$ cat src/rtl/loctag_phy_core_pkg.sv
// rtl/loctag_phy_core_pkg.sv - shared constants and CRC step for the LocTag PHY helper
package loctag_phy_core_pkg;

  localparam logic [31:0] CRC32_POLY     = 32'h04C11DB7;
  localparam int          SCR_TAP_A      = 4;
  localparam int          SCR_TAP_B      = 7;
  localparam int          ADC_FRAME_BITS = 16;
  localparam int          ADC_DATA_FIRST = 5;
  localparam int          ADC_DATA_LAST  = 12;

  // Linear CRC-32 step: no preset, no final complement.
  function automatic logic [31:0] crc32_step(input logic [31:0] crc, input logic din);
    logic fb;
    fb = din ^ crc[31];
    return {crc[30:0], 1'b0} ^ (fb ? CRC32_POLY : 32'h0);
  endfunction

endpackage

$ cat src/rtl/loctag_phy_core_if.sv
// rtl/loctag_phy_core_if.sv - pin and strobe bundle between tag controller and PHY core
interface loctag_phy_core_if;
  logic       adc_start;
  logic       adc_cs;
  logic       adc_sclk;
  logic       adc_so;
  logic       adc_eoc;
  logic [7:0] adc_data;
  logic       bit_tick;
  logic       mod_enable;
  logic       mod_s_in;
  logic       mod_s_out;
  logic       fcs_tick;
  logic       fcs_enable;
  logic       fcs_s_in;
  logic [31:0] fcs_val;

  modport master (
    output adc_start, adc_so, bit_tick, mod_enable, mod_s_in, fcs_tick, fcs_enable, fcs_s_in,
    input  adc_cs, adc_sclk, adc_eoc, adc_data, mod_s_out, fcs_val
  );

  modport slave (
    input  adc_start, adc_so, bit_tick, mod_enable, mod_s_in, fcs_tick, fcs_enable, fcs_s_in,
    output adc_cs, adc_sclk, adc_eoc, adc_data, mod_s_out, fcs_val
  );
endinterface

$ cat src/rtl/loctag_phy_core_adc_serial_rx.sv
// rtl/loctag_phy_core_adc_serial_rx.sv - AD7478 8-bit serial reader FSM
module adc_serial_rx
  import loctag_phy_core_pkg::*;
#(
  parameter int unsigned SCLK_HALF = 2,
  parameter int unsigned CS_QUIET  = 4
) (
  input  logic       clk_i,
  input  logic       reset_i,
  input  logic       start_i,
  input  logic       so_i,
  output logic       cs_o,
  output logic       sclk_o,
  output logic       eoc_o,
  output logic [7:0] data_o
);

  localparam logic [1:0] S_IDLE  = 2'd0;
  localparam logic [1:0] S_CONV  = 2'd1;
  localparam logic [1:0] S_DONE  = 2'd2;
  localparam logic [1:0] S_QUIET = 2'd3;

  localparam logic [7:0] HALF_LAST  = 8'(SCLK_HALF - 1);
  localparam logic [7:0] QUIET_LAST = 8'(CS_QUIET - 1);
  localparam logic [4:0] EDGE_LAST  = 5'(2 * ADC_FRAME_BITS - 1);

  logic [1:0] state_q, state_d;
  logic [7:0] cnt_q, cnt_d;
  logic [4:0] edge_q, edge_d;
  logic [7:0] shift_q, shift_d;
  logic [7:0] data_q, data_d;
  logic       cs_q, cs_d, sclk_q, sclk_d, eoc_q, eoc_d;
  logic [4:0] rise_num;

  always_comb begin
    state_d  = state_q;
    cnt_d    = cnt_q;
    edge_d   = edge_q;
    shift_d  = shift_q;
    data_d   = data_q;
    cs_d     = cs_q;
    sclk_d   = sclk_q;
    eoc_d    = 1'b0;
    rise_num = {1'b0, edge_q[4:1]} + 5'd1;
    case (state_q)
      S_IDLE: begin
        if (start_i) begin
          state_d = S_CONV;
          cs_d    = 1'b0;
          sclk_d  = 1'b0;
          cnt_d   = '0;
          edge_d  = '0;
        end
      end
      S_CONV: begin
        if (cnt_q == HALF_LAST) begin
          cnt_d  = '0;
          sclk_d = ~sclk_q;
          edge_d = edge_q + 5'd1;
          // Rising SCLK edges carry bits 1..16; keep only the D7..D0 window.
          if (!sclk_q && rise_num >= 5'(ADC_DATA_FIRST) && rise_num <= 5'(ADC_DATA_LAST))
            shift_d = {shift_q[6:0], so_i};
          if (edge_q == EDGE_LAST) begin
            state_d = S_DONE;
            cs_d    = 1'b1;
            sclk_d  = 1'b1;
          end
        end else begin
          cnt_d = cnt_q + 8'd1;
        end
      end
      S_DONE: begin
        eoc_d   = 1'b1;
        data_d  = shift_q;
        cnt_d   = '0;
        state_d = S_QUIET;
      end
      S_QUIET: begin
        if (cnt_q == QUIET_LAST) begin
          if (start_i) begin
            state_d = S_CONV;
            cs_d    = 1'b0;
            sclk_d  = 1'b0;
            cnt_d   = '0;
            edge_d  = '0;
          end else begin
            state_d = S_IDLE;
          end
        end else begin
          cnt_d = cnt_q + 8'd1;
        end
      end
      default: state_d = S_IDLE;
    endcase
  end

  always_ff @(posedge clk_i) begin
    if (reset_i) begin
      state_q <= S_IDLE;
      cnt_q   <= '0;
      edge_q  <= '0;
      shift_q <= '0;
      data_q  <= '0;
      cs_q    <= 1'b1;
      sclk_q  <= 1'b1;
      eoc_q   <= 1'b0;
    end else begin
      state_q <= state_d;
      cnt_q   <= cnt_d;
      edge_q  <= edge_d;
      shift_q <= shift_d;
      data_q  <= data_d;
      cs_q    <= cs_d;
      sclk_q  <= sclk_d;
      eoc_q   <= eoc_d;
    end
  end

  assign cs_o   = cs_q;
  assign sclk_o = sclk_q;
  assign eoc_o  = eoc_q;
  assign data_o = data_q;

endmodule

$ cat src/rtl/loctag_phy_core.sv
// rtl/loctag_phy_core.sv - LocTag PHY helper: ADC reader, DBPSK XOR modulator, linear FCS
module loctag_phy_core
  import loctag_phy_core_pkg::*;
#(
  parameter int unsigned SCLK_HALF = 2,
  parameter int unsigned CS_QUIET  = 4
) (
  input logic              clk_i,
  input logic              reset_i,
  loctag_phy_core_if.slave bus
);

  adc_serial_rx #(
    .SCLK_HALF(SCLK_HALF),
    .CS_QUIET (CS_QUIET)
  ) u_adc (
    .clk_i  (clk_i),
    .reset_i(reset_i),
    .start_i(bus.adc_start),
    .so_i   (bus.adc_so),
    .cs_o   (bus.adc_cs),
    .sclk_o (bus.adc_sclk),
    .eoc_o  (bus.adc_eoc),
    .data_o (bus.adc_data)
  );

  logic [6:0]  sc_q, sc_d;
  logic        p_q, p_d, scr_bit;
  logic [31:0] crc_q, crc_d;
  logic        first_q, first_d;

  // sc[0] holds s(k-1), so tap n reads sc[n-1].
  always_comb begin
    scr_bit = bus.mod_s_in ^ sc_q[SCR_TAP_A-1] ^ sc_q[SCR_TAP_B-1];
    sc_d    = sc_q;
    p_d     = p_q;
    if (!bus.mod_enable) begin
      sc_d = '0;
      p_d  = 1'b0;
    end else if (bus.bit_tick) begin
      sc_d = {sc_q[5:0], scr_bit};
      p_d  = p_q ^ scr_bit;
    end
  end

  // crc_q is held while disabled; first_q makes the next run start from zero.
  always_comb begin
    crc_d   = crc_q;
    first_d = first_q;
    if (!bus.fcs_enable) begin
      first_d = 1'b1;
    end else if (bus.fcs_tick) begin
      crc_d   = crc32_step(first_q ? 32'h0 : crc_q, bus.fcs_s_in);
      first_d = 1'b0;
    end
  end

  always_ff @(posedge clk_i) begin
    if (reset_i) begin
      sc_q    <= '0;
      p_q     <= 1'b0;
      crc_q   <= '0;
      first_q <= 1'b1;
    end else begin
      sc_q    <= sc_d;
      p_q     <= p_d;
      crc_q   <= crc_d;
      first_q <= first_d;
    end
  end

  assign bus.mod_s_out = bus.mod_enable & p_q;
  assign bus.fcs_val   = crc_q;

endmodule

$ cat src/flat_wrapper.sv
// flat-port wrapper written by rule: the top's interface ports become plain ports
module loctag_phy_core_flat import loctag_phy_core_pkg::*;
#(
  parameter int unsigned SCLK_HALF = 2,
  parameter int unsigned CS_QUIET  = 4
)
  (clk_i, reset_i, bus_adc_start, bus_adc_so, bus_bit_tick, bus_mod_enable, bus_mod_s_in, bus_fcs_tick, bus_fcs_enable, bus_fcs_s_in, bus_adc_cs, bus_adc_sclk, bus_adc_eoc, bus_adc_data, bus_mod_s_out, bus_fcs_val);
  loctag_phy_core_if bus_i ();
  input logic clk_i;
  input logic reset_i;
  input wire logic [$bits(bus_i.adc_start)-1:0] bus_adc_start;
  input wire logic [$bits(bus_i.adc_so)-1:0] bus_adc_so;
  input wire logic [$bits(bus_i.bit_tick)-1:0] bus_bit_tick;
  input wire logic [$bits(bus_i.mod_enable)-1:0] bus_mod_enable;
  input wire logic [$bits(bus_i.mod_s_in)-1:0] bus_mod_s_in;
  input wire logic [$bits(bus_i.fcs_tick)-1:0] bus_fcs_tick;
  input wire logic [$bits(bus_i.fcs_enable)-1:0] bus_fcs_enable;
  input wire logic [$bits(bus_i.fcs_s_in)-1:0] bus_fcs_s_in;
  output wire logic [$bits(bus_i.adc_cs)-1:0] bus_adc_cs;
  output wire logic [$bits(bus_i.adc_sclk)-1:0] bus_adc_sclk;
  output wire logic [$bits(bus_i.adc_eoc)-1:0] bus_adc_eoc;
  output wire logic [$bits(bus_i.adc_data)-1:0] bus_adc_data;
  output wire logic [$bits(bus_i.mod_s_out)-1:0] bus_mod_s_out;
  output wire logic [$bits(bus_i.fcs_val)-1:0] bus_fcs_val;
  assign bus_i.adc_start = bus_adc_start;
  assign bus_i.adc_so = bus_adc_so;
  assign bus_i.bit_tick = bus_bit_tick;
  assign bus_i.mod_enable = bus_mod_enable;
  assign bus_i.mod_s_in = bus_mod_s_in;
  assign bus_i.fcs_tick = bus_fcs_tick;
  assign bus_i.fcs_enable = bus_fcs_enable;
  assign bus_i.fcs_s_in = bus_fcs_s_in;
  assign bus_adc_cs = bus_i.adc_cs;
  assign bus_adc_sclk = bus_i.adc_sclk;
  assign bus_adc_eoc = bus_i.adc_eoc;
  assign bus_adc_data = bus_i.adc_data;
  assign bus_mod_s_out = bus_i.mod_s_out;
  assign bus_fcs_val = bus_i.fcs_val;
  loctag_phy_core #(.SCLK_HALF(SCLK_HALF), .CS_QUIET(CS_QUIET)) u_core (.clk_i(clk_i), .reset_i(reset_i), .bus(bus_i));
endmodule
$ cat config.mk
export PLATFORM = sky130hd
export DESIGN_NAME = loctag_phy_core_flat
export DESIGN_NICKNAME = d
export VERILOG_FILES = /design/src/rtl/loctag_phy_core_pkg.sv /design/src/rtl/loctag_phy_core_if.sv /design/src/rtl/loctag_phy_core_adc_serial_rx.sv /design/src/rtl/loctag_phy_core.sv /design/src/flat_wrapper.sv
export SDC_FILE = /design/constraint.sdc
export NUM_CORES = 1
export LEC_CHECK = 0
export CAP_MARGIN = 10
export CORE_UTILIZATION = 50
export CTS_BUF_LIST = sky130_fd_sc_hd__clkbuf_2
export CTS_CLUSTER_SIZE = 8
export DETAILED_ROUTE_END_ITERATION = 10
export PLACE_DENSITY = 0.82
export SYNTH_ARGS = -nofsm -noshare
export SYNTH_HDL_FRONTEND = slang
export SYNTH_SLANG_ARGS = --single-unit
$ cat constraint.sdc
create_clock -name clk_i -period 4.45 [get_ports clk_i]
set_input_delay 0.6675 -clock clk_i [delete_from_list [all_inputs] [get_ports clk_i]]
set_output_delay 0.6675 -clock clk_i [all_outputs]
set_load 0.02 [all_outputs]
==> results.cfg <==
[clocking]
h-tree-depth = 3
cts_hold_buf = 0
clk_latency_ns = 0.52
cts_buffers = 9
clockBufferDepth = 2
root_buffer = clkbuf_2
cts_tree = built
cts_setup_buffers = 0
cts_resized = 0
clk_pin_slew_ns = 0.18
clock_sinks = 75

[drt]
avgViaCountPerCell = 5.37
drt-total-wl_mm = 6.70
postRouteAntennaNets = 0
vias = 2766
wl_met3_um = 230
drcViolationCount = 5
drt_iter0_markers = 144
top_layer_used = met4
m1WireLength_mm = 3.20
wl_per_cell_um = 13.0
firstDrtPassIters = 10
route.met2.wl_mm = 3.15

[yosys]
syn_inst = 389
synthFlopType = dfxtp_1
synth-seq-cells = 75
synth.area.top_cells = dfxtp_1 44%, mux2i_1 6.7%, nand2_1 6.3%
syn_area_per_cell_um2 = 8.80
synth_edf_count = 0
yosysSeqAreaShare_pct = 43.9
yosysWarnings = 0
synth_nets = 411
synthesis.area_um2 = 3420
synth_top_cell_area_share_pct = 43.9
yosysTopAreaCell = dfxtp_1
ys_types = 42
async_flop_share_pct = 0

[die]
core_um2 = 6490
rows = 29
ios = 54
die_width_um = 84.7
die_h_um = 84.7
fp.dieArea_um2 = 7180
start_util_pct = 52.7

[layout]
nFillCells = 553
drive_gt1_share_pct = 5.48
diodes = 0
regArea_um2 = 1500
area_delta_synth_final_pct = 19.8
multi_input_area_um2 = 1810
nNetsFinal = 455

[power]
leakagePower_nw = 1.43
ir_worst_vdd_v = 0.000183
p_per_area_nw_per_um2 = 354
p_total_mw = 1.45

[critical_path]
cp-start-kind = primary input
crit_start = bus_mod_enable
r2r_slack_ns = 2.05
cp_slowest_stage_delay_ns = 0.60
reg2reg_from = u_core.u_adc.state_q[0]
worst_path_max_delay_cell = clkdlybuf4s50_1
crit_buf_inv = 2
worst-path-max-fanout = 2
r2r-end = u_core.u_adc.edge_q[3]
critical_path.cell_chain = clkdlybuf4s50_1 -> and2_1 -> clkdlybuf4s50_1
endpoint_kind = primary output
ff2ff_path_depth = 5
cp_common_cell = clkdlybuf4s50_1
cp.depth = 3
critPathRequiredTime_ns = 3.78
arrival_ns = 1.88
crit_end = bus_mod_s_out
critical-path-top-delay-family = buffers and inverters
criticalPathCategory = primary input to primary output

[timing]
setup_violations = 0
max_slew_margin_pct = 22.6
hold_viol = 0
tightest_slew_ns = 1.16
setup_ws_ns = 1.90
fmax_ghz = 0.392
rsz0062_at_grt = no
period_share_pct = 57.3
fin_skew_ns = 0.0372
setup_tns_ns = 0
slew_violations = 0
post-route-min-period_ns = 2.55

[placed_design]
dp_hpwl_mm = 4.50
gp_congestion = 0.826
port_buffers = 53
pre_cts_ws_ns = 1.88

[global_routing]
grt_overflow = 0
grt_pass1_wl_mm = 11.4
grt_pass1_vias = 2515
antenna_found_initial = 0
grt_use_total_pct = 19.6
grt_max_degree = 50

[flow_run]
drv_cap = 0

[run_status]
status = finished with violations
violations = design-rule violations

[worst_hold_path]
hold_class = flip-flop to flip-flop
layout make-up:
cell class	count	share of cell area, %
repair buffers	56	13.3
multi-input cells	282	44.1
well taps	77	2.35
clock inverters	6	1.59
clock buffers	10	1.22
flip-flops and latches	75	36.6
inverters	9	0.824
cells in the final DEF (no fill, tap or decap), drive strengths merged, types with 5 or more instances in the layout:
cell | Yosys | routed
nand3b | 20 | 20
nand2 | 57 | 57
clkbuf | 21 | 10
clkdlybuf4s50 | 0 | 52
nand2b | 12 | 12
dfxtp | 75 | 75
o21ai | 8 | 8
xnor2 | 17 | 17
inv | 9 | 10
nor2b | 20 | 20
nand3 | 6 | 6
ha | 12 | 12
nor3 | 5 | 5
a21oi | 41 | 41
nor2 | 25 | 25
mux2i | 23 | 23
worst reg2reg max path: stages, from the launching register on:
cell and delay (ns):
dfxtp_1 0.42, inv_1 0.12, ha_1 0.43, or4_1 0.74, or4_1 0.51, a21oi_1 0.14
cell families after synthesis:
| kind of cell | share of synthesized area (%) |
|---|---|
| and+or+nand+nor | 24.1 |
| AOI/OAI and AO/OA | 12.5 |
| adders and majority gates | 4.39 |
| muxes | 6.73 |
| buffers and inverters | 3.55 |
| xor gates and xnor gates | 4.86 |
| DFF | 43.9 |
stage by stage:
stage	hold slack [ns]	cells	area, um2	utilization, %
after floorplan	0.449	389	3420	-
after global placement	0.450	498	3980	61.3
after detailed placement	0.457	498	3980	61.3
after CTS	0.473	514	4090	63.0
after global routing	0.486	515	4100	63.1
final	0.475	515	4100	63.1
how the worst min path moves through the flow:
stage	start	end	cells past startpoint
3_5_place_dp	u_core.bus.fcs_val[15]	u_core.bus.fcs_val[15]	2
3_3_place_gp	u_core.bus.fcs_val[4]	u_core.bus.fcs_val[4]	2
2_1_floorplan	u_core.u_adc.shift_q[7]	u_core.u_adc.shift_q[7]	2
6_report	u_core.bus.fcs_val[7]	u_core.bus.fcs_val[7]	2
5_1_grt	reset_i	u_core.bus.fcs_val[26]	2
4_1_cts	reset_i	u_core.bus.fcs_val[26]	2
Yosys cell counts, types with 2 or more instances:
cell type / number
o21ai_0: 8
nand2b_1: 12
and3_1: 3
nand3_1: 6
inv_1: 8
a211oi_1: 3
and2_1: 2
a211o_1: 3
nand2_1: 57
nand3b_1: 20
a21o_1: 2
nor3b_1: 2
xnor2_1: 17
clkbuf_1: 21
xor2_1: 2
ha_1: 12
or4_1: 2
a21oi_1: 41
nor2_1: 25
nor3_1: 5
nor2b_1: 20
dfxtp_1: 75
mux2i_1: 23
o21bai_1: 2
flip-flops by register name, indices dropped and copies added, names as in the netlist:
signal                count
u_core.sc_q               7
u_core.bus.fcs_val       32
u_core.u_adc.cnt_q        8
u_core.u_adc.eoc_o        1
u_core.p_q                1
u_core.first_q            1
u_core.u_adc.state_q      2
u_core.u_adc.cs_o         1
u_core.u_adc.shift_q      8
u_core.u_adc.sclk_o       1
u_core.u_adc.data_o       8
u_core.u_adc.edge_q       5
power breakdown:
part | switching, mW | leakage [nW] | internal, mW | total [mW]
combinational | 0.208 | 0.763 | 0.139 | 0.346
sequential | 0.0274 | 0.607 | 0.704 | 0.732
clock | 0.243 | 0.0622 | 0.131 | 0.375
total | 0.478 | 1.43 | 0.974 | 1.45
routing by layer:
metal	GRT usage, %	vias to the layer above
met4	9.09	0
met5	0	-
met1	25.0	1291
li1	-	1409
met3	3.44	11
met2	32.4	55
No activity file was read; power rests on OpenSTA's default activity.
